$ cat config.mk
export PLATFORM = sky130hd
export DESIGN_NAME = uart_rx_frame_ctrl
export DESIGN_NICKNAME = d
export VERILOG_FILES = /design/src/rtl/uart_rx_frame_ctrl.sv
export SDC_FILE = /design/constraint.sdc
export NUM_CORES = 1
export LEC_CHECK = 0
export BUFFER_PORTS_ARGS = -buffer_cell sky130_fd_sc_hd__buf_2
export CAP_MARGIN = 0
export CORE_MARGIN = 2
export CORE_UTILIZATION = 35
export DETAILED_ROUTE_END_ITERATION = 6
export GPL_TIMING_DRIVEN = 1
export SYNTH_ARGS = -nofsm -noshare
export SYNTH_HDL_FRONTEND = slang
export SYNTH_SLANG_ARGS = --single-unit
$ cat constraint.sdc
create_clock -name Clk -period 3.25 [get_ports Clk]
set_input_delay 0 -clock Clk [delete_from_list [all_inputs] [get_ports Clk]]
set_output_delay 0 -clock Clk [all_outputs]
set_load 0.02 [all_outputs]
$ cat src/rtl/uart_rx_frame_ctrl.sv
// Command-frame parser behind a UART receiver: HDR, ADDR, LEN, DATA[LEN], CHK.
// Good frames are replayed as an incrementing-address write burst; bad or stalled frames are dropped.
module uart_rx_frame_ctrl #(
    parameter logic [7:0] HDR_BYTE    = 8'hA5,
    parameter int         MAX_LEN     = 16,
    parameter int         TIMEOUT_CYC = 50000
) (
    input  logic       Clk,
    input  logic       Rst_n,
    input  logic [7:0] Rx_Data,
    input  logic       Rx_Done,
    output logic [7:0] Wr_Addr,
    output logic [7:0] Wr_Data,
    output logic       Wr_Valid,
    input  logic       Wr_Ready,
    output logic       Frame_Ok,
    output logic       Frame_Err,
    output logic [1:0] Err_Code,
    output logic       Rx_Ovr,
    output logic       Busy
);

    localparam int AW = (MAX_LEN > 1) ? $clog2(MAX_LEN) : 1;
    localparam int TW = (TIMEOUT_CYC > 1) ? $clog2(TIMEOUT_CYC) : 1;
    localparam logic [TW-1:0] TO_LAST = TW'(TIMEOUT_CYC - 1);
    localparam logic [7:0]    LEN_MAX = 8'(MAX_LEN);

    localparam logic [1:0] ERR_LEN = 2'd1;
    localparam logic [1:0] ERR_CHK = 2'd2;
    localparam logic [1:0] ERR_TMO = 2'd3;

    typedef enum logic [2:0] {
        S_IDLE,
        S_ADDR,
        S_LEN,
        S_DATA,
        S_CHK,
        S_DRAIN
    } state_t;

    state_t          r_state;
    logic [7:0]      r_base;
    logic [7:0]      r_len;
    logic [7:0]      r_wptr;
    logic [7:0]      r_rptr;
    logic [7:0]      r_csum;
    logic [TW-1:0]   r_tcnt;
    logic [7:0]      r_buf [MAX_LEN];

    logic [7:0]      r_wr_addr;
    logic [7:0]      r_wr_data;
    logic            r_wr_valid;
    logic            r_frame_ok;
    logic            r_frame_err;
    logic [1:0]      r_err_code;
    logic            r_rx_ovr;

    logic            w_in_frame;
    logic            w_tmo;
    logic            w_hs;
    logic            w_last_beat;
    logic [7:0]      w_csum_nxt;
    logic [7:0]      w_rnext;
    logic [AW-1:0]   w_widx;
    logic [AW-1:0]   w_ridx_nxt;

    assign w_in_frame  = (r_state == S_ADDR) || (r_state == S_LEN) ||
                         (r_state == S_DATA) || (r_state == S_CHK);
    // A byte arriving in the expiry cycle wins over the timeout.
    assign w_tmo       = w_in_frame && !Rx_Done && (r_tcnt == TO_LAST);
    assign w_hs        = r_wr_valid && Wr_Ready;
    assign w_last_beat = (r_rptr == (r_len - 8'd1));
    assign w_csum_nxt  = r_csum + Rx_Data;
    assign w_rnext     = r_rptr + 8'd1;
    assign w_widx      = r_wptr[AW-1:0];
    assign w_ridx_nxt  = w_rnext[AW-1:0];

    // Payload storage is plain data: no reset, written only while collecting DATA bytes.
    always_ff @(posedge Clk) begin
        if (r_state == S_DATA && Rx_Done) begin
            r_buf[w_widx] <= Rx_Data;
        end
    end

    always_ff @(posedge Clk) begin
        if (!Rst_n) begin
            r_state     <= S_IDLE;
            r_base      <= 8'd0;
            r_len       <= 8'd0;
            r_wptr      <= 8'd0;
            r_rptr      <= 8'd0;
            r_csum      <= 8'd0;
            r_tcnt      <= '0;
            r_wr_addr   <= 8'd0;
            r_wr_data   <= 8'd0;
            r_wr_valid  <= 1'b0;
            r_frame_ok  <= 1'b0;
            r_frame_err <= 1'b0;
            r_err_code  <= 2'd0;
            r_rx_ovr    <= 1'b0;
        end else begin
            r_frame_ok  <= 1'b0;
            r_frame_err <= 1'b0;
            r_rx_ovr    <= 1'b0;

            if (w_in_frame) begin
                r_tcnt <= Rx_Done ? '0 : r_tcnt + 1'b1;
            end else begin
                r_tcnt <= '0;
            end

            case (r_state)
                S_IDLE: begin
                    if (Rx_Done && Rx_Data == HDR_BYTE) begin
                        r_csum  <= 8'd0;
                        r_state <= S_ADDR;
                    end
                end

                S_ADDR: begin
                    if (Rx_Done) begin
                        r_base  <= Rx_Data;
                        r_csum  <= w_csum_nxt;
                        r_state <= S_LEN;
                    end
                end

                S_LEN: begin
                    if (Rx_Done) begin
                        r_csum <= w_csum_nxt;
                        if (Rx_Data != 8'd0 && Rx_Data <= LEN_MAX) begin
                            r_len   <= Rx_Data;
                            r_wptr  <= 8'd0;
                            r_state <= S_DATA;
                        end else begin
                            r_frame_err <= 1'b1;
                            r_err_code  <= ERR_LEN;
                            r_state     <= S_IDLE;
                        end
                    end
                end

                S_DATA: begin
                    if (Rx_Done) begin
                        r_csum <= w_csum_nxt;
                        r_wptr <= r_wptr + 8'd1;
                        if ((r_wptr + 8'd1) == r_len) begin
                            r_state <= S_CHK;
                        end
                    end
                end

                S_CHK: begin
                    if (Rx_Done) begin
                        if (Rx_Data == r_csum) begin
                            r_rptr     <= 8'd0;
                            r_wr_valid <= 1'b1;
                            r_wr_addr  <= r_base;
                            r_wr_data  <= r_buf[0];
                            r_state    <= S_DRAIN;
                        end else begin
                            r_frame_err <= 1'b1;
                            r_err_code  <= ERR_CHK;
                            r_state     <= S_IDLE;
                        end
                    end
                end

                S_DRAIN: begin
                    // Bytes cannot be parsed while the burst is being replayed.
                    if (Rx_Done) begin
                        r_rx_ovr <= 1'b1;
                    end
                    if (w_hs) begin
                        if (w_last_beat) begin
                            r_wr_valid <= 1'b0;
                            r_frame_ok <= 1'b1;
                            r_state    <= S_IDLE;
                        end else begin
                            r_rptr    <= w_rnext;
                            r_wr_addr <= r_base + w_rnext;
                            r_wr_data <= r_buf[w_ridx_nxt];
                        end
                    end
                end

                default: begin
                    r_state <= S_IDLE;
                end
            endcase

            if (w_tmo) begin
                r_frame_err <= 1'b1;
                r_err_code  <= ERR_TMO;
                r_tcnt      <= '0;
                r_state     <= S_IDLE;
            end
        end
    end

    assign Wr_Addr   = r_wr_addr;
    assign Wr_Data   = r_wr_data;
    assign Wr_Valid  = r_wr_valid;
    assign Frame_Ok  = r_frame_ok;
    assign Frame_Err = r_frame_err;
    assign Err_Code  = r_err_code;
    assign Rx_Ovr    = r_rx_ovr;
    assign Busy      = (r_state != S_IDLE);

endmodule

* Yosys cells after proc, flatten, opt, wreduce, memory -nomap -nowiden
Memory sizes are Yosys's and may differ from the RTL's.
Cells that the tools add are included.
** Operators by class
- Add/subtract/negate cells :: 6
- Order comparisons :: 1
- Equality and inequality tests :: 26
- Bitwise gates (word level) :: 2
- Muxes and demuxes :: 54
- Reductions and logical operators :: 30
** Operator list (number)
- 8-bit 2-to-1 mux :: 17
- 8-bit one-hot mux with 2 select lines :: 5
- 3-bit 2-to-1 mux :: 9
- 8-bit == test :: 3
- 3-bit one-hot mux with 6 select lines :: 1
- 16-bit by 1-bit adder with 16-bit output, second input constant :: 1
- 8-bit by 1-bit adder with 8-bit output, second input constant :: 2
- 8-bit adder :: 2
- 16-bit == test, second input constant :: 1
- 2-bit != test, second input constant :: 8
- 5-bit AND reduction :: 3
- 1-bit 2-to-1 mux :: 13
- 2-bit 2-to-1 mux :: 6
- 3-bit != test, second input constant :: 4
- 3-bit AND reduction :: 3
- 8-bit == test, second input constant :: 1
- 8-bit by 5-bit <= comparator with 1-bit output, second input constant :: 1
- 2-bit by 1-bit != test with 1-bit output, second input constant :: 4
- 8-bit AND reduction :: 1
- 8-bit nonzero test :: 1
- 8-bit by 1-bit subtractor with 8-bit output, second input constant :: 1
- 3-bit by 2-bit == test with 1-bit output, second input constant :: 2
- 3-bit == test, second input constant :: 2
- 1-bit logical AND :: 6
- other kinds (14) :: 22
** Storage, ports and cells
- Memory bits (writable) :: 128
- Memories :: 1
- Word-level logic and storage cells :: 134
- Flip-flop bits (word level) :: 81
- Output and inout port bits :: 23
** Memories
- r_buf :: depth 16, bits a word 8, read ports 2, clocked after Yosys merged registers in 0, wr ports 1, RTL line 48 : logic [7:0] r_buf [MAX_LEN];

* Depth between registers and ports, before layout
Gate-level depths: netlist of run 1.
- Depth after elaboration :: 8
- Mapped depth :: 13

* Least setup slack after synthesis of run 1
OpenSTA, ideal clock, no wires.
- Kind :: register -> register
- Start :: register r_rptr[1]
- End :: register r_wr_addr[7], in the netlist Wr_Addr[7]
- Path buffers :: 1
- Required time :: 3.180 ns
- Stages on the path, launching flop included :: 12
- Path slack :: -0.034 ns
- Arrival :: 3.214 ns
- Period minus slack after synthesis :: 3.284 ns
- Cell sequence :: dfxtp_1 ha_1 xor2_1 clkbuf_1 ha_1 and3_1 a2111oi_0 a21oi_1 xnor2_1 nand2_1 xor2_1 a21oi_1
** Between the ends
- Longest elaborated chain between the ends :: 5
** Ends and longest elaborated chain
- start, declared :: RTL line 45 : logic [7:0] r_rptr;
- start signal, assigned :: RTL line 180 : r_rptr <= w_rnext;
- 8-bit by 1-bit adder with 8-bit output :: RTL line 74 : assign w_rnext = r_rptr + 8'd1;
- 8-bit adder :: RTL line 181 : r_wr_addr <= r_base + w_rnext;
- 8-bit 2-to-1 mux :: RTL line 175 : if (w_last_beat) begin
- 8-bit 2-to-1 mux :: RTL line 174 : if (w_hs) begin
- 8-bit one-hot mux with 2 select lines :: RTL line 112 : case (r_state)
- end signal, assigned :: RTL line 158 : r_wr_addr <= r_base;
- end signal, assigned :: RTL line 181
- end, declared :: RTL line 50 : logic [7:0] r_wr_addr;
Parallel ways exist; a longest one is shown, timed or not. The select of a mux whose other input is x is not followed.
A chain may end at the register's enable or synchronous reset.

* Worst setup path in the final report of run 1
Same ends and word-level chain as after synthesis.

==> results of run 1 <==
## where the power goes
part / internal (mW) / switching [mW]
Sequential: 2.86 / 0.0466
Combinational: 0.186 / 0.326
Clock: 1.30 / 1.04
Total: 4.35 / 1.41
## layer usage
metal / track usage [%] / up-vias
met1: 21.05 / 3046
met4: 4.348 / 0
met2: 25.79 / 132
li1: - / 2982
met3: 2.000 / 27
met5: 0 / -
## area by class of cell
type / instances / area share, %
Sequential cell: 209 / 49.82
Inverter: 21 / 0.7184
Tap cell: 341 / 3.888
Clock buffer: 25 / 5.314
Multi-Input combinational cell: 507 / 35.78
Clock inverter: 15 / 0.8438
Timing Repair Buffer: 63 / 3.637
## cells by family after synthesis
group / share of synthesized area [%]
and+or+nand+nor: 12.70
xor gates and xnor gates: 4.450
DFF: 56.67
muxes: 10.90
AOI/OAI and AO/OA: 9.445
buffers and inverters: 2.698
adders and majority gates: 3.140
## flip-flops by register name, indices dropped and copies added (netlist names), 2 cells and up
| signal | cells |
|---|---|
| r_buf | 128 |
| Wr_Data | 8 |
| r_csum | 8 |
| Err_Code | 2 |
| r_len | 8 |
| r_wptr | 8 |
| r_tcnt | 16 |
| Wr_Addr | 8 |
| r_state | 3 |
| r_rptr | 8 |
| r_base | 8 |
## path summary, 6_finish.rpt
path	depth (start not counted)	endpoint	start	slack (ns)
setup / recovery	12	Wr_Addr[7]	r_rptr[1]	0.25
hold / removal	1	r_buf[5][7]	Rx_Data[7]	0.02
setup reg to reg	12	Wr_Addr[7]	r_rptr[1]	0.25
hold reg to reg	1	r_tcnt[0]	r_tcnt[0]	0.44
## critical path, cell delays in order, from the launching register on
cell and delay [ns]:
dfxtp_1 0.44, ha_1 0.31, nand3_1 0.14, xnor2_1 0.23
ha_1 0.31, and3_1 0.16, a2111oi_0 0.51, buf_4 0.21
a21oi_1 0.07, xnor2_1 0.17, nand2_1 0.08, xor2_1 0.15
a21oi_1 0.14
## stage by stage
| stage | hold WS [ns] | worst slack [ns] | cells | cell area [um^2] | power, mW |
|---|---|---|---|---|---|
| after CTS | 0.006415 | 0.1779 | 1181 | 10970 | 5.821 |
| after detailed placement | 0.3617 | 0.1983 | 1138 | 10260 | 3.469 |
| after floorplan | 0.09887 | 0.09115 | 777 | 9652 | 3.298 |
| final | 0.01859 | 0.2532 | 1181 | 10970 | 5.755 |
| after global routing | 0.01968 | 0.03388 | 1181 | 10970 | 6.004 |
| after global placement | 0.3581 | 0.2948 | 1138 | 10260 | 3.462 |
## what timing repair did
item / in CTS / in global routing
hold endpoints to repair: 11 / 0
gates resized for setup: 0 / 1
setup endpoints to repair: 0 / 3
hold buffers: 3 / 0
## cell usage in the layout, fill, tap and decap left out, types with 4 or more instances in the layout
cell type	instances
xnor2_1	36
nor4_1	5
mux2i_1	15
a211oi_1	5
clkbuf_16	23
mux4_2	32
or3_1	6
inv_1	20
o21ai_0	16
buf_4	25
nand2_1	55
a21o_1	5
nor2_1	92
buf_2	34
nand4_1	7
dfxtp_1	80
a31oi_1	4
ha_1	21
xor2_1	12
edfxtp_1	128
a21boi_0	4
nand2b_1	6
clkinv_4	5
and3_1	19
a21oi_1	30
nand3_1	19
clkinv_2	6
a311oi_2	14
nor2b_1	4
a22oi_1	15
and2_1	12
mux2_2	16
nor3_1	11
==> reports/results.txt, run 1 <==
IO Pins -> 35
Final Util -> 40.60%
drt pass-1 iters -> 4
setup TNS -> 0 ns
Final Hold Vio Count -> 0
gr ovfl total -> 0
DR WL/cell -> 18.51 um
CP required -> 3.69 ns
Slew HR -> 25.55%
first-pass GRT wire length -> 34270 um
crit path time final -> 2.997 ns
Avg Cell Area, Syn -> 12.41 um^2
Leakage -> 3.754 nW
count leader, synth -> edfxtp_1
HP Class -> in2reg
Syn Nets -> 812
worst clock skew -> 0.01154 ns
area of the multi-input gates -> 3926 um^2
Syn Inst Count -> 777
storage element area -> 5466 um^2
largest net degree at the start of global routing -> 51
Synth Register Bits -> 209
met2 WL -> 10510 um
final worst-path cycle share -> 92.21%
htree depth -> 1
clock latency on the worst-skew pair -> 0.50 ns
CTS tree -> done
num rows -> 60
Clock Path Buffers -> 3
Overall Global Routing Usage -> 15.39%
Post-Route WL -> 21860 um
Peak VDD IR -> 0.3125 mV
starting density of the core -> 35.69%
Die ar. -> 28900 um^2
Final Max Tran Viols -> 0
die width -> 170.0 um
area grow syn2layout -> 13.78%
Layout Nets -> 860
Synth top cells by count -> 128 x edfxtp_1, 92 x nor2_1, 81 x dfxtp_1, 55 x nand2_1, 36 x xnor2_1
DR iter-0 viols -> 501
share of flip-flops with an asynchronous set or reset -> 0%
Die H -> 170.0 um
count of different cell masters after synthesis -> 61
top layer in use -> met4
Post-CTS Setup Bufs -> 0
EDFF count, synth -> 128
Data arrival, critical path -> 3.43 ns
hpwl dp -> 14220 um
mapped cell area -> 9644 um^2
unrepaired setup endpoints after global routing -> false
top post-synthesis cells by area -> edfxtp_1 40%, dfxtp_1 17%, mux4_2 7.5%, nor2_1 3.6%, xnor2_1 3.3%
Least-Margin Pin Slew -> 1.115 ns
Pwr per Cell Area -> 524.4 nW/um^2
top-area cell type share of the netlist area -> 39.85%
Met3 Wirelength -> 958 um
Root Driver -> clkbuf_16
Post-route DRC -> 0
Clock Pin Slew Worst Setup and Hold Paths -> 0.06 ns
core box area -> 27030 um^2
Metal-1 WL -> 10020 um
Synth area leader -> edfxtp_1
vias in the first global route -> 5991
antenna cells -> 0
Syn. warnings -> 0
register area share after synthesis -> 56.67%
Final setup viols -> 0
I/O Buffers -> 34
Setup crit start kind -> flip-flop
crit-path max FO -> 6
TritonCTS buffer count -> 23
Via Count -> 6187
Final ANT Viol Nets -> 0
GPL Wtd Cong -> 0.7948
# Max-Cap Violations -> 0
clk sinks -> 209
critical path type -> reg2reg
vias per cell -> 5.239
outcome -> finished clean
CP endpoint kind -> flip-flop
Fmax achieved -> 333.7 MHz
Fillers -> 2531
initial antenna violation count -> 0
fraction of layout cells with a size suffix above 1 -> 20.12%
Top FF cell, synth -> edfxtp_1
No activity file was read; power rests on OpenSTA's default activity.
==> inputs of run 2 (changes only) <==
Settings changed: CORE_ASPECT_RATIO from default to 2.
==> run 2 against run 1 <==
  * Non-clock buffer count shrank 3
  * Clock skew fell by 0.0034 ns
  * Sequential power about the same
  * Sequential share of layout area increased by 0.21 points
  * Critical path type unchanged
==> reports/results.txt, run 2 (synthesized netlist as in run 1, its figures left out) <==
Clock Path Buffers -> 3 (unchanged)
Setup crit end -> r_state[0]
core box area -> 27330 um^2 (+1.1%)
die width -> 121.4 um (-29%)
IO Pins -> 35 (unchanged)
unrepaired setup endpoints after global routing -> false
Clock Pin Slew Worst Setup and Hold Paths -> 0.06 ns (about the same)
dpl ws -> 0.3660 ns (+0.1676 ns)
vias per cell -> 5.296 (+1.1%)
num rows -> 86 (+43%)
antenna cells -> 0 (unchanged)
RR Startpoint -> r_len[3]
Via Count -> 6281 (+1.5%)
WP depth -> 7 (-5)
first-pass GRT wire length -> 36050 um (+5.2%)
r2r setup slk -> 0.34 ns (+0.09 ns)
gr ovfl total -> 0 (unchanged)
Root Driver -> clkbuf_16
DR iter-0 viols -> 456 (-9.0%)
Final Max Tran Viols -> 0 (unchanged)
Setup crit start kind -> flip-flop
Least-Margin Pin Slew -> 1.086 ns (-0.02898 ns)
crit-path max FO -> 6 (unchanged)
HP Class -> in2reg
Post-CTS Setup Bufs -> 0 (unchanged)
worst-path cell chain -> or3_4, or4_1, a2111oi_0, o311ai_0, nor2_1, o211a_1, a31oi_1
Die H -> 238.8 um (+40%)
vias in the first global route -> 6409 (+7.0%)
Pwr per Cell Area -> 520.8 nW/um^2 (-0.69%)
drt pass-1 iters -> 5 (+1)
area grow syn2layout -> 13.31%
Worst R2R End -> r_state[0]
top flop regs -> r_buf: 128 flops, r_tcnt: 16 flops
DR WL/cell -> 19.13 um (+3.3%)
most frequent cells in the layout -> 128 x edfxtp_1, 92 x nor2_1, 80 x dfxtp_1
fraction of layout cells with a size suffix above 1 -> 18.82% (-1.3 points)
Final setup viols -> 0 (unchanged)
starting density of the core -> 35.29% (-0.40 points)
Crit path buffers/inverters -> 0 (-1)
GPL Wtd Cong -> 0.7997 (+0.62%)
total power -> 5.691 mW (-1.1%)
Slew HR -> 27.49% (+1.9 points)
crit path time final -> 2.911 ns (-0.08601 ns)
Fmax achieved -> 343.5 MHz (+3.0%)
Post-Route WL -> 22680 um (+3.8%)
CP endpoint kind -> flip-flop
final worst-path cycle share -> 89.56% (-2.6 points)
CTS tree -> done
# Max-Cap Violations -> 0 (unchanged)
max reg flops -> 128 (unchanged)
initial antenna violation count -> 0 (unchanged)
hpwl dp -> 15090 um (+6.1%)
Final Hold Vio Count -> 0 (unchanged)
outcome -> finished clean
most frequent standard cell in the layout excluding fill and tap cells -> edfxtp_1
storage element area -> 5466 um^2 (unchanged)
Data arrival, critical path -> 3.27 ns (-0.16 ns)
Overall Global Routing Usage -> 16.03% (+0.64 points)
Post-route DRC -> 0 (unchanged)
Leakage -> 3.709 nW (-1.2%)
clock latency on the worst-skew pair -> 0.50 ns (about the same)
critical path type -> reg2reg
Final ANT Viol Nets -> 0 (unchanged)
Worst path top cell family by delay -> compound AO/OA/AOI/OAI gates
area of the multi-input gates -> 3926 um^2 (unchanged)
Largest stage delay, worst path -> 0.59 ns (+0.08 ns)
htree depth -> 1 (unchanged)
Layout Nets -> 855 (-0.58%)
Worst path slowest cell -> a2111oi_0
largest net degree at the start of global routing -> 51 (unchanged)
setup TNS -> 0 ns (unchanged)
Die ar. -> 28980 um^2 (+0.28%)
CP required -> 3.61 ns (-0.08 ns)
Reg with most FFs -> r_buf
clk sinks -> 209 (unchanged)
final worst slack -> 0.3392 ns (+0.08601 ns)
Fillers -> 2614 (+3.3%)
TritonCTS buffer count -> 21 (-8.7%)
worst clock skew -> 0.008155 ns (-0.003390 ns)
I/O Buffers -> 34 (unchanged)
Worst Reg-to-Reg Cells -> 7 (-5)
Peak VDD IR -> 0.4661 mV (+49%)
Worst Setup SP -> r_len[3]
[run 2: layout make-up]
cell class	instances	share of cell area [%]
inverters	21	0.7213
flip-flops and latches	209	50.02
clock inverters	12	0.7786
repair buffers	60	3.572
multi-input cells	507	35.93
well taps	352	4.030
clock buffers	25	4.946
[run 2: stage by stage]
step           hold slack (ns)  cell area [um^2]  instances  util [%]
6_report               0.02016             10930       1186     39.98
4_1_cts                0.01896             10930       1186     39.98
2_1_floorplan          0.09887              9652        777         -
3_5_place_dp            0.3600             10250       1144     37.51
3_3_place_gp            0.3385             10250       1144     37.51
5_1_grt                0.01003             10930       1186     39.98
[run 2: power by group]
| part | total, mW | switching, mW | internal, mW |
|---|---|---|---|
| clock network | 2.26 | 0.997 | 1.26 |
| registers | 2.91 | 0.0539 | 2.86 |
| logic | 0.517 | 0.330 | 0.187 |
| total | 5.69 | 1.38 | 4.31 |
[run 2: per-layer routing]
metal	routed length (um)	track usage, %	vias up
li1	-	-	2985
met1	10090	22.03	3104
met2	11070	26.76	157
met3	980	1.908	35
met4	542	4.354	0
met5	0	0	-
[run 2: how the worst min path moves through the flow]
stage                           from          end  slack [ns]  depth (start not counted)
after global routing      Rx_Data[6]  r_buf[6][6]        0.01                          1
after detailed placement    Wr_Ready     Frame_Ok        0.36                          3
after global placement      Wr_Ready     Frame_Ok        0.34                          3
after CTS                 Rx_Data[6]  r_buf[5][6]        0.02                          1
final                     Rx_Data[6]  r_buf[5][6]        0.02                          1
after floorplan           Rx_Data[0]  r_buf[0][0]         0.1                          0
[run 2: timing repair]
action / 4_1_cts / 5_1_grt
hold buffers: 5 / 0
setup endpoints to repair: 0 / 0
resized for setup: 0 / 0
endpoints found under the hold margin: 29 / 0
